## config.mk

```make
export PLATFORM = sky130hd
export DESIGN_NAME = window_scanner_flat
export DESIGN_NICKNAME = d
export VERILOG_FILES = /design/src/rtl/window_scanner_pkg.sv /design/src/rtl/window_scanner_if.sv /design/src/rtl/window_scanner_axis_stepper.sv /design/src/rtl/window_scanner.sv /design/src/flat_wrapper.sv
export SDC_FILE = /design/constraint.sdc
export NUM_CORES = 1
export LEC_CHECK = 0
export CAP_MARGIN = 20
export CORE_MARGIN = 4
export CORE_UTILIZATION = 53
export CTS_CLUSTER_SIZE = 24
export DETAILED_ROUTE_END_ITERATION = 10
export GPL_TIMING_DRIVEN = 0
export PLACE_DENSITY_LB_ADDON = 0.25
export SETUP_SLACK_MARGIN = 0.3
export SYNTH_ARGS = -nofsm -noshare
export SYNTH_HDL_FRONTEND = slang
export SYNTH_HIERARCHICAL = 1
export SYNTH_SLANG_ARGS = --single-unit
```

## constraint.sdc

```tcl
create_clock -name clk -period 4.2 [get_ports clk]
set_input_delay 1.05 -clock clk [delete_from_list [all_inputs] [get_ports clk]]
set_output_delay 1.05 -clock clk [all_outputs]
set_load 0.005 [all_outputs]
```

## src/rtl/window_scanner_pkg.sv

```systemverilog
// Shared types and width helpers for the window scanner: FSM state encoding,
// width derivation and the default-geometry origin record.
package window_scanner_pkg;

  typedef enum logic {
    IDLE = 1'b0,
    SCAN = 1'b1
  } scan_state_t;

  // Bits needed to hold any value in 0..max_val inclusive.
  function automatic int unsigned pos_width(input int unsigned max_val);
    return $clog2(max_val + 1);
  endfunction

  localparam int unsigned IMG_WIDTH_MAX_DEF  = 640;
  localparam int unsigned IMG_HEIGHT_MAX_DEF = 480;
  localparam int unsigned STEP_MAX_DEF       = 15;

  localparam int unsigned POS_X_W = pos_width(IMG_WIDTH_MAX_DEF);
  localparam int unsigned POS_Y_W = pos_width(IMG_HEIGHT_MAX_DEF);

  typedef struct packed {
    logic [POS_X_W-1:0] x;
    logic [POS_Y_W-1:0] y;
  } win_pos_t;

endpackage

```

## src/rtl/window_scanner_if.sv

```systemverilog
// Window-origin stream towards the window fetch stage: valid/ready plus the
// origin payload and frame boundary flags.
interface window_scanner_if #(
  parameter int unsigned W_X = 10,
  parameter int unsigned W_Y = 9
);

  logic           win_valid;
  logic           win_ready;
  logic [W_X-1:0] win_x;
  logic [W_Y-1:0] win_y;
  logic           win_first;
  logic           win_last;

  modport master (
    output win_valid, win_x, win_y, win_first, win_last,
    input  win_ready
  );

  modport slave (
    input  win_valid, win_x, win_y, win_first, win_last,
    output win_ready
  );

endinterface

```

## src/rtl/window_scanner_axis_stepper.sv

```systemverilog
// One scan axis: holds position, step and inclusive limit; wrap_o flags that
// the next step would pass the limit.
module axis_stepper #(
  parameter int unsigned W   = 10,
  parameter int unsigned W_S = 4
) (
  input  logic           clk,
  input  logic           rst,
  input  logic           load_i,
  input  logic [W_S-1:0] step_i,
  input  logic [W-1:0]   lim_i,
  input  logic           advance_i,
  output logic [W-1:0]   pos_o,
  output logic           wrap_o
);

  logic [W-1:0]   pos_q, pos_d;
  logic [W_S-1:0] step_q;
  logic [W-1:0]   lim_q;
  logic [W:0]     next_pos;

  // One extra bit so pos+step never aliases back below the limit.
  assign next_pos = {1'b0, pos_q} + (W+1)'(step_q);
  assign wrap_o   = next_pos > {1'b0, lim_q};
  assign pos_o    = pos_q;

  always_comb begin
    pos_d = pos_q;
    if (load_i) begin
      pos_d = '0;
    end else if (advance_i) begin
      pos_d = wrap_o ? '0 : next_pos[W-1:0];
    end
  end

  // NOTE: state registers use non-blocking assignments so every flop samples
  // pre-edge values regardless of process ordering.
  always_ff @(posedge clk) begin
    if (rst) begin
      pos_q  <= '0;
      step_q <= '0;
      lim_q  <= '0;
    end else begin
      pos_q <= pos_d;
      if (load_i) begin
        step_q <= step_i;
        lim_q  <= lim_i;
      end
    end
  end

endmodule

```

## src/rtl/window_scanner.sv

```systemverilog
// Run-time configurable detection-window origin generator: latches frame
// geometry on start and streams every origin in raster order.
module window_scanner
  import window_scanner_pkg::*;
#(
  parameter  int unsigned IMG_WIDTH_MAX  = IMG_WIDTH_MAX_DEF,
  parameter  int unsigned IMG_HEIGHT_MAX = IMG_HEIGHT_MAX_DEF,
  parameter  int unsigned WIN_W          = 24,
  parameter  int unsigned WIN_H          = 24,
  parameter  int unsigned STEP_MAX       = STEP_MAX_DEF,
  localparam int unsigned W_X            = pos_width(IMG_WIDTH_MAX),
  localparam int unsigned W_Y            = pos_width(IMG_HEIGHT_MAX),
  localparam int unsigned W_S            = pos_width(STEP_MAX)
) (
  input  logic                     clk,
  input  logic                     rst,
  input  logic                     start_i,
  input  logic                     abort_i,
  input  logic [W_X-1:0]           cfg_width_i,
  input  logic [W_Y-1:0]           cfg_height_i,
  input  logic [W_S-1:0]           cfg_step_x_i,
  input  logic [W_S-1:0]           cfg_step_y_i,
  output logic                     busy_o,
  output logic                     done_o,
  output logic                     cfg_err_o,
  window_scanner_if.master         win_if
);

  scan_state_t    state_q, state_d;
  logic           done_q, done_d;
  logic           cfg_err_q, cfg_err_d;
  logic           load, adv_x, adv_y;
  logic           x_wrap, y_wrap;
  logic           cfg_ok, scanning, is_last, xfer;
  logic [W_X-1:0] x_pos, x_lim;
  logic [W_Y-1:0] y_pos, y_lim;
  logic [W_S-1:0] step_x_eff, step_y_eff;

  assign cfg_ok     = (cfg_width_i >= W_X'(WIN_W)) && (cfg_height_i >= W_Y'(WIN_H));
  assign x_lim      = cfg_width_i - W_X'(WIN_W);
  assign y_lim      = cfg_height_i - W_Y'(WIN_H);
  // A zero step would never advance; treat it as the finest grid.
  assign step_x_eff = (cfg_step_x_i == '0) ? W_S'(1) : cfg_step_x_i;
  assign step_y_eff = (cfg_step_y_i == '0) ? W_S'(1) : cfg_step_y_i;

  assign scanning = (state_q == SCAN);
  assign is_last  = scanning && x_wrap && y_wrap;
  assign xfer     = scanning && win_if.win_ready;

  axis_stepper #(.W(W_X), .W_S(W_S)) u_x_axis (
    .clk       (clk),
    .rst       (rst),
    .load_i    (load),
    .step_i    (step_x_eff),
    .lim_i     (x_lim),
    .advance_i (adv_x),
    .pos_o     (x_pos),
    .wrap_o    (x_wrap)
  );

  axis_stepper #(.W(W_Y), .W_S(W_S)) u_y_axis (
    .clk       (clk),
    .rst       (rst),
    .load_i    (load),
    .step_i    (step_y_eff),
    .lim_i     (y_lim),
    .advance_i (adv_y),
    .pos_o     (y_pos),
    .wrap_o    (y_wrap)
  );

  // NOTE: every combinational output gets a default first, so no path through
  // the case statement can leave a variable unassigned and infer a latch.
  always_comb begin
    state_d   = state_q;
    done_d    = 1'b0;
    cfg_err_d = 1'b0;
    load      = 1'b0;
    adv_x     = 1'b0;
    adv_y     = 1'b0;
    unique case (state_q)
      IDLE: begin
        if (start_i && !abort_i) begin
          if (cfg_ok) begin
            load    = 1'b1;
            state_d = SCAN;
          end else begin
            done_d    = 1'b1;
            cfg_err_d = 1'b1;
          end
        end
      end
      SCAN: begin
        if (abort_i) begin
          state_d = IDLE;
          done_d  = 1'b1;
        end else if (xfer) begin
          if (is_last) begin
            state_d = IDLE;
            done_d  = 1'b1;
          end else begin
            adv_x = 1'b1;
            adv_y = x_wrap;
          end
        end
      end
      default: state_d = IDLE;
    endcase
  end

  always_ff @(posedge clk) begin
    if (rst) begin
      state_q   <= IDLE;
      done_q    <= 1'b0;
      cfg_err_q <= 1'b0;
    end else begin
      state_q   <= state_d;
      done_q    <= done_d;
      cfg_err_q <= cfg_err_d;
    end
  end

  assign busy_o    = scanning;
  assign done_o    = done_q;
  assign cfg_err_o = cfg_err_q;

  // Origin (0,0) is visited exactly once per frame, so it identifies the first.
  assign win_if.win_valid = scanning;
  assign win_if.win_x     = x_pos;
  assign win_if.win_y     = y_pos;
  assign win_if.win_first = scanning && (x_pos == '0) && (y_pos == '0);
  assign win_if.win_last  = is_last;

endmodule

```

## src/flat_wrapper.sv

```systemverilog
// flat-port wrapper written by rule: the top's interface ports become plain ports
module window_scanner_flat import window_scanner_pkg::*;
#(
  parameter  int unsigned IMG_WIDTH_MAX  = IMG_WIDTH_MAX_DEF,
  parameter  int unsigned IMG_HEIGHT_MAX = IMG_HEIGHT_MAX_DEF,
  parameter  int unsigned WIN_W          = 24,
  parameter  int unsigned WIN_H          = 24,
  parameter  int unsigned STEP_MAX       = STEP_MAX_DEF,
  localparam int unsigned W_X            = pos_width(IMG_WIDTH_MAX),
  localparam int unsigned W_Y            = pos_width(IMG_HEIGHT_MAX),
  localparam int unsigned W_S            = pos_width(STEP_MAX)
)
  (clk, rst, start_i, abort_i, cfg_width_i, cfg_height_i, cfg_step_x_i, cfg_step_y_i, busy_o, done_o, cfg_err_o, win_if_win_valid, win_if_win_x, win_if_win_y, win_if_win_first, win_if_win_last, win_if_win_ready);
  window_scanner_if #(.W_X(POS_X_W), .W_Y(POS_Y_W)) win_if_i ();
  input  logic clk;
  input  logic rst;
  input  logic start_i;
  input  logic abort_i;
  input  logic [W_X-1:0] cfg_width_i;
  input  logic [W_Y-1:0] cfg_height_i;
  input  logic [W_S-1:0] cfg_step_x_i;
  input  logic [W_S-1:0] cfg_step_y_i;
  output logic busy_o;
  output logic done_o;
  output logic cfg_err_o;
  output wire logic [$bits(win_if_i.win_valid)-1:0] win_if_win_valid;
  output wire logic [$bits(win_if_i.win_x)-1:0] win_if_win_x;
  output wire logic [$bits(win_if_i.win_y)-1:0] win_if_win_y;
  output wire logic [$bits(win_if_i.win_first)-1:0] win_if_win_first;
  output wire logic [$bits(win_if_i.win_last)-1:0] win_if_win_last;
  input wire logic [$bits(win_if_i.win_ready)-1:0] win_if_win_ready;
  assign win_if_win_valid = win_if_i.win_valid;
  assign win_if_win_x = win_if_i.win_x;
  assign win_if_win_y = win_if_i.win_y;
  assign win_if_win_first = win_if_i.win_first;
  assign win_if_win_last = win_if_i.win_last;
  assign win_if_i.win_ready = win_if_win_ready;
  window_scanner #(.IMG_WIDTH_MAX(IMG_WIDTH_MAX), .IMG_HEIGHT_MAX(IMG_HEIGHT_MAX), .WIN_W(WIN_W), .WIN_H(WIN_H), .STEP_MAX(STEP_MAX)) u_core (.clk(clk), .rst(rst), .start_i(start_i), .abort_i(abort_i), .cfg_width_i(cfg_width_i), .cfg_height_i(cfg_height_i), .cfg_step_x_i(cfg_step_x_i), .cfg_step_y_i(cfg_step_y_i), .busy_o(busy_o), .done_o(done_o), .cfg_err_o(cfg_err_o), .win_if(win_if_i));
endmodule
```

==> flow_summary.yaml <==
min_path:
  hp-class: "reg -> reg"
  whs_endpoint: "u_core/u_y_axis/lim_q[5]$_SDFFE_PP0P_"
  hold-path-cell-count: 2
  min_from: "u_core/u_y_axis/lim_q[5]$_SDFFE_PP0P_"
synth:
  syn-num-nets: 402
  synth_area_leaders: "dfxtp_1, ha_1, mux2i_1, nor2_1, xor2_1"
  synth_edf_count: 0
  syn_area_per_cell_um2: 9.039
  synth_cell_type_count: 52
  synth_top_area_frac: 0.3201
  yosys.area.top_type: "dfxtp_1"
  syn_inst: 339
  synth_ff_type: "dfxtp_1"
  yosysWarnings: 6
  synth.most_common_cell: "dfxtp_1"
  ys_ff_latch: 49
  yosysSeqAreaShare: 0.3201
  ys_top_cells_by_count: "dfxtp_1, nor2_1, ha_1, inv_1, mux2i_1"
  async_flop_share: 0
  syn_area_mm2: 0.003064
grt:
  grt_pass1_vias: 2931
  grtUsageTotal: 0.2332
  grt_pass1_wl_um: 13410
  grt_max_degree: 17
  grt_remaining_overflow: 0
  antenna_found_initial: 0
detailed_routing:
  routed-via-count: 3091
  routed_wl_um: 9615
  initialDrtViolationCount: 197
  wl_per_cell_um: 19.12
  drc: 0
  drt-pass1-iter-count: 5
  ant_nets: 0
  avgViaCountPerCell: 6.145
floorplan:
  core_mm2: 0.005540
  fp.dieH_um: 84.04
  die_x_um: 84.04
  num_io_pins: 57
  die-area_mm2: 0.007062
  start_util: 0.5531
  rows: 27
cts:
  cts_buffers: 5
  cts_hold_buf: 0
  clkTransAtPathRegs_ns: 0.10
  cts_tree: "done"
  cts_sinks: 49
  cts_root_buffer: "clkbuf_8"
  htreeDepth: 2
  ctsLongestPathBuffers: 2
  insertion_delay_ns: 0.32
critical_path:
  critPathKind: "reg -> out"
  start_kind: "flip-flop"
  cp_data_required_time_ns: 3.15
  end_kind: "output pin"
  critPathArrivalTime_ns: 3.45
  r2r_start: "u_core/u_y_axis/pos_o[2]$_SDFFE_PP0P_"
  crit_path_max_fanout: 4
  reg2reg_depth: 21
  startpoint: "u_core/u_y_axis/pos_o[2]$_SDFFE_PP0P_"
  rr_endpoint: "u_core/u_y_axis/pos_o[1]$_SDFFE_PP0P_"
  regToRegSetupSlack_ns: -0.25
sta:
  hold_viol_final: 0
  final.min_clock_period_ns: 4.505
  rsz0062_at_grt: "yes"
  drv_slew: 0
  post-route-period-util: 1.073
  fin_setup_tns_ns: -2.213
  tightest_slew_ns: 0.6083
  setup_viol: 11
  setup_ws_ns: -0.3046
  max_slew_margin: 0.5888
  max_freq_ghz: 0.2220
  fin_skew_ns: 0.01489
placed_design:
  post-place-cells: 467
  gp_congestion: 0.8535
  io_buffer_count: 56
  place_hpwl_um: 5484
power:
  cellLeakagePower_nw: 1.839
  ir_drop_v: 0.0001718
  power.density_mw_per_mm2: 245.7
cells_and_area:
  antenna_cells: 0
  layout-drive-gt1-share: 0.2459
  layoutNonFillerInstCount: 503
  nets: 493
  area_growth_pct: 44.10
status:
  failed_checks: "setup timing"
  status: "finished, violations left"
job:
  drv_cap: 0
-- how the worst max path moves through the flow --
stage	to	slack, ns	depth (start not counted)
2_1_floorplan	win_if_win_last	0.39	13
3_3_place_gp	win_if_win_last	-0.47	14
3_5_place_dp	win_if_win_last	-0.58	14
4_1_cts	win_if_win_last	0.09	14
5_1_grt	win_if_win_last	-0.29	12
6_report	win_if_win_last	-0.30	12
-- area by class of cell --
class | count | area, um2
multi-input combinational | 246 | 2250
fill | 356 | 1125
sequential | 49 | 994.7
timing repair buffer | 84 | 790.8
inverter | 27 | 101.3
buffer | 17 | 98.84
tap | 72 | 90.09
clock buffer | 5 | 68.82
clock inverter | 3 | 21.27
-- critical path: stages (launching register included) --
cell and delay, ns:
dfxtp_1 0.39, ha_4 0.32, o21ai_0 0.08, o21bai_1 0.29, nand4_1 0.22, xnor2_2 0.22
ha_1 0.37, a211oi_1 0.33, o221ai_1 0.22, o21ai_2 0.25, nand2_1 0.11, and3_4 0.21
buf_6 0.11
-- registers in the layout, indices dropped and copies added, names as in the netlist --
name and flops:
u_core/u_x_axis/lim_q 10, u_core/u_x_axis/pos_o 10, u_core/u_y_axis/lim_q 9, u_core/u_y_axis/pos_o 9, u_core/u_x_axis/step_q 4, u_core/u_y_axis/step_q 4, u_core/busy_o 1, u_core/cfg_err_o 1
u_core/done_o 1
-- layer usage --
metal	share of wire	track usage	vias up
li1	-	-	1386
met2	0.47	0.3702	176
met4	0.045	0.1155	0
met3	0.075	0.04936	49
met5	0	0	-
met1	0.41	0.2978	1480
-- layout by cell type, fill, tap and decap left out, drive strengths merged, types with 2 or more instances in the layout --
cell / n
o21ai: 10
dfxtp: 49
nand3: 8
xnor2: 8
clkdlybuf4s50: 55
a32o: 8
nor2: 40
a211oi: 4
inv: 28
or2: 2
nand2b: 4
and2: 2
nor4b: 2
and3: 5
nor3b: 4
nand3b: 3
mux2i: 27
fa: 2
nand2: 11
a21oi: 13
o21a: 2
nand4: 6
ha: 29
nor3: 8
or4b: 2
clkbuf: 16
a21o: 3
buf: 35
xor2: 16
nor4: 6
a22o: 8
-- timing repair --
item | CTS | global route
endpoints found under the setup margin | 21 | 21
setup buffers | 24 | 4
gates resized for setup | 52 | 28
pin swaps | 25 | 28
-- power by group --
| part | total [mW] | switching (mW) | internal (mW) |
|---|---|---|---|
| Sequential | 0.492 | 0.0129 | 0.479 |
| Combinational | 0.301 | 0.145 | 0.156 |
| Clock | 0.291 | 0.173 | 0.119 |
| Total | 1.08 | 0.331 | 0.754 |
-- stage by stage --
step	hold WS (ns)	cell area [um2]	util	worst slack, ns	total power [mW]
after global placement	0.4752	3719	0.6712	-0.4732	0.6884
after global routing	0.5424	4415	0.7970	-0.2878	1.123
after CTS	0.5042	4214	0.7606	0.09345	1.037
final	0.4987	4415	0.7970	-0.3046	1.085
after detailed placement	0.4821	3719	0.6712	-0.5844	0.6955
after floorplan	0.4604	3068	-	0.3872	0.6238
-- kinds of logic (layout without fill, tap and decap cells) --
kind of cell	Yosys count	after routing	synth area share
and+or+nand+nor	107	107	0.1829
AOI/OAI and AO/OA	57	57	0.1450
DFF	49	49	0.3201
buffers and inverters	44	136	0.06370
adders and majority gates	31	31	0.1315
muxes	27	27	0.08820
xor gates and xnor gates	24	24	0.06860
Note: power is estimated with default switching activity, not from simulation.
